===== config.mk =====
export PLATFORM = sky130hd
export DESIGN_NAME = rf_multiport_sb_flat
export DESIGN_NICKNAME = d
export VERILOG_FILES = /design/src/rtl/rf_multiport_sb_if.sv /design/src/rtl/rf_multiport_sb.sv /design/src/flat_wrapper.sv
export SDC_FILE = /design/constraint.sdc
export NUM_CORES = 1
export LEC_CHECK = 0
export ABC_AREA = 1
export BUFFER_PORTS_ARGS = -buffer_cell sky130_fd_sc_hd__buf_2
export CAP_MARGIN = 10
export CELL_PAD_IN_SITES_DETAIL_PLACEMENT = 1
export CELL_PAD_IN_SITES_GLOBAL_PLACEMENT = 2
export CORE_MARGIN = 4
export CORE_UTILIZATION = 36
export CTS_CLUSTER_SIZE = 40
export DETAILED_ROUTE_END_ITERATION = 8
export PLACE_DENSITY_LB_ADDON = 0.1
export SLEW_MARGIN = 20
export SYNTH_ARGS = -nofsm -noshare
export SYNTH_HDL_FRONTEND = slang
export SYNTH_SLANG_ARGS = --single-unit

===== constraint.sdc =====
create_clock -name clk -period 2.81 [get_ports clk]
set_input_delay 0.281 -clock clk [delete_from_list [all_inputs] [get_ports clk]]
set_output_delay 0.281 -clock clk [all_outputs]
set_load 0.1 [all_outputs]

===== src/rtl/rf_multiport_sb_if.sv =====
// ============================================================================
// rf_multiport_sb_if
// Bundles the register-file access signals between the pipeline (master) and
// the register file (slave).
//
// Signals:
//   rd_addr   : NUM_RD packed read indices, port k at [k*ADDR_W +: ADDR_W]
//   rd_data   : NUM_RD packed read data,    port k at [k*XLEN +: XLEN]
//   rd_hazard : per read port, register has an outstanding write
//   wr_en / wr_addr / wr_data : writeback port
//   issue_en / issue_rd       : decode issued an instruction writing issue_rd
//   ready     : clear sequence done
//   pending   : scoreboard bits (debug)
// ============================================================================
interface rf_multiport_sb_if #(
    parameter int XLEN     = 32,
    parameter int NUM_REGS = 32,
    parameter int ADDR_W   = $clog2(NUM_REGS),
    parameter int NUM_RD   = 2
);
    logic [NUM_RD*ADDR_W-1:0] rd_addr;
    logic [NUM_RD*XLEN-1:0]   rd_data;
    logic [NUM_RD-1:0]        rd_hazard;
    logic                     wr_en;
    logic [ADDR_W-1:0]        wr_addr;
    logic [XLEN-1:0]          wr_data;
    logic                     issue_en;
    logic [ADDR_W-1:0]        issue_rd;
    logic                     ready;
    logic [NUM_REGS-1:0]      pending;

    modport master (
        output rd_addr, wr_en, wr_addr, wr_data, issue_en, issue_rd,
        input  rd_data, rd_hazard, ready, pending
    );

    modport slave (
        input  rd_addr, wr_en, wr_addr, wr_data, issue_en, issue_rd,
        output rd_data, rd_hazard, ready, pending
    );
endinterface


===== src/rtl/rf_multiport_sb.sv =====
// ============================================================================
// rf_multiport_sb
// Multi-port register file with x0 hardwired to zero, a clear sequencer that
// walks every entry after reset (loading SP_INIT into SP_INDEX), and a
// per-register pending-write scoreboard that flags read hazards.
//
// Optional macro RF_BYPASS_EN: same-cycle write-to-read forwarding; a
// forwarded read also suppresses its hazard flag.
//
// Ports:
//   clk   : clock, rising edge
//   reset : synchronous, active-high
//   bus   : rf_multiport_sb_if.slave (read ports, writeback, issue, status)
// ============================================================================
module rf_multiport_sb #(
    parameter int              XLEN     = 32,
    parameter int              NUM_REGS = 32,
    parameter int              ADDR_W   = $clog2(NUM_REGS),
    parameter int              NUM_RD   = 2,
    parameter int              SP_INDEX = 2,
    parameter logic [XLEN-1:0] SP_INIT  = XLEN'(32'h2ffc)
) (
    input  logic           clk,
    input  logic           reset,
    rf_multiport_sb_if.slave bus
);

    typedef enum logic {ST_INIT, ST_RUN} state_t;

    state_t              r_state;
    state_t              w_state_next;
    logic [ADDR_W-1:0]   r_cnt;
    logic [XLEN-1:0]     r_rf [NUM_REGS];
    logic [NUM_REGS-1:0] r_pending;
    logic                w_run;
    logic                w_we;
    logic [ADDR_W-1:0]   w_waddr;
    logic [XLEN-1:0]     w_wdata;

    // ---------------- FSM: state register ----------------
    always_ff @(posedge clk) begin
        if (reset)
            r_state <= ST_INIT;
        else
            r_state <= w_state_next;
    end

    // ---------------- FSM: next-state logic ----------------
    always_comb begin
        w_state_next = r_state;
        if (r_state == ST_INIT && r_cnt == ADDR_W'(NUM_REGS - 1))
            w_state_next = ST_RUN;
    end

    // ---------------- FSM: outputs ----------------
    // The single array write port is shared between the clear walk and
    // writeback; reset blocks both so the array is untouched while held.
    always_comb begin
        w_run   = (r_state == ST_RUN);
        w_we    = 1'b0;
        w_waddr = bus.wr_addr;
        w_wdata = bus.wr_data;
        if (!w_run) begin
            w_we    = !reset;
            w_waddr = r_cnt;
            w_wdata = (r_cnt == ADDR_W'(SP_INDEX)) ? SP_INIT : '0;
        end else if (bus.wr_en && bus.wr_addr != '0) begin
            w_we    = !reset;
        end
    end

    assign bus.ready   = w_run;
    assign bus.pending = r_pending;

    // Clear counter; wraps back to 0 on the final entry, unused in RUN.
    always_ff @(posedge clk) begin
        if (reset)
            r_cnt <= '0;
        else if (!w_run)
            r_cnt <= r_cnt + ADDR_W'(1);
    end

    // Array storage: no reset, contents only change through the write mux.
    always_ff @(posedge clk) begin
        if (w_we)
            r_rf[w_waddr] <= w_wdata;
    end

    // ---------------- Scoreboard ----------------
    // Issue wins over writeback for the same register: the newer producer
    // is still in flight.
    generate
        for (genvar gi = 0; gi < NUM_REGS; gi++) begin : g_sb
            if (gi == 0) begin : g_zero
                assign r_pending[gi] = 1'b0;
            end else begin : g_bit
                always_ff @(posedge clk) begin
                    if (reset)
                        r_pending[gi] <= 1'b0;
                    else if (w_run) begin
                        if (bus.issue_en && bus.issue_rd == ADDR_W'(gi))
                            r_pending[gi] <= 1'b1;
                        else if (bus.wr_en && bus.wr_addr == ADDR_W'(gi))
                            r_pending[gi] <= 1'b0;
                    end
                end
            end
        end
    endgenerate

    // ---------------- Read ports ----------------
    generate
        for (genvar gi = 0; gi < NUM_RD; gi++) begin : g_rd
            logic [ADDR_W-1:0] w_addr;
            logic              w_fwd;
            assign w_addr = bus.rd_addr[gi*ADDR_W +: ADDR_W];
`ifdef RF_BYPASS_EN
            assign w_fwd = bus.wr_en && (bus.wr_addr == w_addr) && (w_addr != '0);
`else
            assign w_fwd = 1'b0;
`endif
            always_comb begin
                bus.rd_data[gi*XLEN +: XLEN] = '0;
                bus.rd_hazard[gi]            = 1'b0;
                if (w_run && w_addr != '0) begin
                    bus.rd_data[gi*XLEN +: XLEN] = w_fwd ? bus.wr_data : r_rf[w_addr];
                    bus.rd_hazard[gi]            = r_pending[w_addr] && !w_fwd;
                end
            end
        end
    endgenerate

endmodule


===== src/flat_wrapper.sv =====
// flat-port wrapper written by rule: the top's interface ports become plain ports
module rf_multiport_sb_flat 
#(
    parameter int              XLEN     = 32,
    parameter int              NUM_REGS = 32,
    parameter int              ADDR_W   = $clog2(NUM_REGS),
    parameter int              NUM_RD   = 2,
    parameter int              SP_INDEX = 2,
    parameter logic [XLEN-1:0] SP_INIT  = XLEN'(32'h2ffc)
)
  (clk, reset, bus_rd_addr, bus_wr_en, bus_wr_addr, bus_wr_data, bus_issue_en, bus_issue_rd, bus_rd_data, bus_rd_hazard, bus_ready, bus_pending);
  rf_multiport_sb_if #(.XLEN(XLEN), .NUM_REGS(NUM_REGS), .ADDR_W(ADDR_W), .NUM_RD(NUM_RD)) bus_i ();
  input  logic clk;
  input  logic reset;
  input wire logic [$bits(bus_i.rd_addr)-1:0] bus_rd_addr;
  input wire logic [$bits(bus_i.wr_en)-1:0] bus_wr_en;
  input wire logic [$bits(bus_i.wr_addr)-1:0] bus_wr_addr;
  input wire logic [$bits(bus_i.wr_data)-1:0] bus_wr_data;
  input wire logic [$bits(bus_i.issue_en)-1:0] bus_issue_en;
  input wire logic [$bits(bus_i.issue_rd)-1:0] bus_issue_rd;
  output wire logic [$bits(bus_i.rd_data)-1:0] bus_rd_data;
  output wire logic [$bits(bus_i.rd_hazard)-1:0] bus_rd_hazard;
  output wire logic [$bits(bus_i.ready)-1:0] bus_ready;
  output wire logic [$bits(bus_i.pending)-1:0] bus_pending;
  assign bus_i.rd_addr = bus_rd_addr;
  assign bus_i.wr_en = bus_wr_en;
  assign bus_i.wr_addr = bus_wr_addr;
  assign bus_i.wr_data = bus_wr_data;
  assign bus_i.issue_en = bus_issue_en;
  assign bus_i.issue_rd = bus_issue_rd;
  assign bus_rd_data = bus_i.rd_data;
  assign bus_rd_hazard = bus_i.rd_hazard;
  assign bus_ready = bus_i.ready;
  assign bus_pending = bus_i.pending;
  rf_multiport_sb #(.XLEN(XLEN), .NUM_REGS(NUM_REGS), .ADDR_W(ADDR_W), .NUM_RD(NUM_RD), .SP_INDEX(SP_INDEX), .SP_INIT(SP_INIT)) u_core (.clk(clk), .reset(reset), .bus(bus_i));
endmodule

==> results.md <==
- Run status: finished clean
- Clk slew on worst S/H paths: 60 ps
- Clk_lat worst skew: 770 ps
- Slew headroom: 28.2%
- DP Wirelength: 149,000 um
- Die span in x: 396 um
- Static leakage: 25.5 nW
- Root Buffer: clkbuf_16
- Reg2reg start: u_core.bus.ready
- CP Depth: 5
- Fin. max-slew vios: 0
- Crit-path leading delay family: buffers and inverters
- Final net count: 6,472
- Number of synthesized register bits: 1,061
- GRT Total Usage: 31.4%
- Total number of vias: 48,500
- Reg2Reg Depth: 6
- CTS Buf Count: 133
- Fmax: 362 MHz
- Hold Vio Cnt, Final: 0
- Routability congestion estimate: 0.837
- Synth warnings: 0
- Commonest non-fill, non-tap cell in the layout: nand2_1
- Slowest CP cell: dfxtp_2
- Syn avg cell area: 8.63 sq um
- Hold Path Stages: 5
- Worst setup path start: u_core.bus.ready
- DP Area: 60,400 sq um
- Finished Layout Cells: 8,516
- CTS H-tree lvls: 4
- Worst Path Max Fanout: 20
- Fraction of registers with async set/reset: 0%
- Period utilization: 98.3%
- Overflow after GRT: 0
- Number of flops mapped to enable cells by yosys: 1,024
- PD cells: 586 nW/um^2
- Clk_skew: 20.1 ps
- CP required: 2530 ps
- Core area: 149,000 sq um
- Critical Path End Type: output port
- WL final: 251,000 um
- 1st-iter DRT viols: 4,577
- Initial Util: 36.4%
- Io pins: 155
- Worst Setup EP: bus_rd_data[17]
- Max stage delay on crit path: 450 ps
- Post-synth cell types: 33
- Largest net degree at the start of global routing: 88
- Sequential fraction of the synthesis area: 58.2%
- DR vias/cell: 5.69
- TNS Setup: 0 ps
- Initial antenna violation count: 3
- Final antenna-violating net count: 0
- CTS Buffer Depth: 3
- Setup crit start kind: flop
- VDD IR max: 0.000640 V
- IO buf count: 153
- Tightest Pin Transition: 1070 ps
- Max Cap Viol: 0
- Top cell by count, worst path: buf_12
- CTS tree: built
- Full die area: 156,000 sq um
- Most used flip-flop cell after synthesis: edfxtp_1
- Flop-to-flop setup slack: 350 ps
- Commonest non-fill, non-tap cells in the layout: nand2_1 (2,874), nand3_1 (1,128), edfxtp_1 (1,024)
- RSZ-0062 raised after global routing: false
- Crit-path cells: buf_4, o41ai_4, buf_12, a21oi_2, buf_12
- Synthesized instance count: 6,266
- Drt drc: 0
- WL/cell: 29.5 um
- Area grow syn2layout: 19.4%
- Pre-antenna DRT Iters: 7
- Worst Path Buf+Inv: 3
- Crit path DAT: 2480 ps
- Design Area, Final: 64,600 sq um
- Critical path class: flop to output port
- Cells after DPL: 8,271
- Share of layout cells above drive strength 1: 11.4%
- Die height: 396 um
- Syn_nets: 6,325
- Synth Cell Area: 54,100 sq um
- Final setup viols: 0
- Post-layout min period: 2760 ps
- RR Endpoint: u_core.bus.pending[16]
- Power consumption: 0.0378 W
- Global-route wire length before repair: 358,000 um
- Hold Crit Class: input pin to flop
- CTS sink cnt: 1,061
- FP Rows: 141
- Vias in the first global route: 49,100
timing repair:
| item | in CTS | in global routing |
|---|---|---|
| setup endpoints to repair | 2 | 2 |
| resized for setup | 2 | 1 |
| hold buffers | 9 | 0 |
| endpoints found under the hold margin | 28 | 0 |
| buffers inserted | 0 | 0 |
how the worst min path moves through the flow:
stage | start | to | slack, ps
floorplan | u_core.r_cnt[4] | u_core.r_cnt[4] | 480
global placement | u_core.r_cnt[4] | u_core.r_cnt[4] | 530
detailed placement | u_core.bus.pending[13] | u_core.bus.pending[13] | 520
CTS | bus_wr_addr[1] | u_core.bus.pending[17] | 3
global route | bus_wr_addr[1] | u_core.bus.pending[21] | 70
finish | bus_wr_addr[0] | u_core.bus.pending[30] | 60
worst reg2reg max path: stages (launching register included):
cell and delay (ps):
dfxtp_2 450, buf_4 330, nand2_1 160, nor2_2 610, nand3_1 130, dlygate4sd3_1 590
a21oi_1 130
final cells by class:
cell class / count / area, sq um
diodes: 1 / 2.50
clock buffers: 173 / 3620
clock inverters: 62 / 437
fillers: 17100 / 84000
inverters: 104 / 438
multi-input cells: 4661 / 20200
flip-flops and latches: 1061 / 31500
well taps: 2002 / 2500
repair buffers: 452 / 5860
synthesized netlist by cell type, types with 3 or more instances:
library cell  count  area share, %
nand2_1        2874             20
nand3_1        1128             10
edfxtp_1       1024             57
a21oi_1         365            3.4
buf_2           211            2.0
nor2_1          133           0.92
o21ai_0         118            1.1
clkbuf_1         97           0.67
inv_1            97           0.67
buf_6            64            1.3
buf_1            41           0.28
dfxtp_1          37            1.4
buf_4            24           0.33
o21ai_1          11           0.10
inv_2             7          0.049
nand4_1           6          0.069
ha_1              3          0.069
nor2_2            3          0.035
or2_2             3          0.035
power by group:
group / total, W / internal (W) / leakage, nW / switching, W
registers: 0.0174 / 0.0174 / 9.42 / 0.0000539
clock network: 0.0165 / 0.00942 / 1.98 / 0.00703
logic: 0.00394 / 0.00110 / 14.1 / 0.00285
flip-flops by register name (all words and copies together), names as in the netlist:
signal / cells
u_core.bus.pending: 31
u_core.bus.ready: 1
u_core.r_cnt: 5
u_core.r_rf: 1024
stage by stage:
step | hold WS [ps] | util (%) | setup slack (ps)
floorplan | 475 | - | 6.63
global placement | 525 | 40.7 | 324
detailed placement | 523 | 40.7 | 322
CTS | 3.28 | 43.5 | 4.82
global route | 65.0 | 43.5 | 6.25
finish | 60.5 | 43.5 | 47.3
routing by layer:
metal,vias up,wire (um),GRT usage [%]
met3,396,15300,4.09
met1,24800,107000,42.1
met2,1797,120000,53.1
li1,21500,-,-
met5,-,12,0
met4,2,8490,9.80
cell families after synthesis:
group | synth area share (%)
other | 0.00693
flip-flops | 58.2
buffers and inverters | 5.39
AO/OA/AOI/OAI | 4.73
AND/OR/NAND/NOR | 31.6
adder cells (fa/ha/maj) | 0.0694
(Power assumes the default switching activity.)
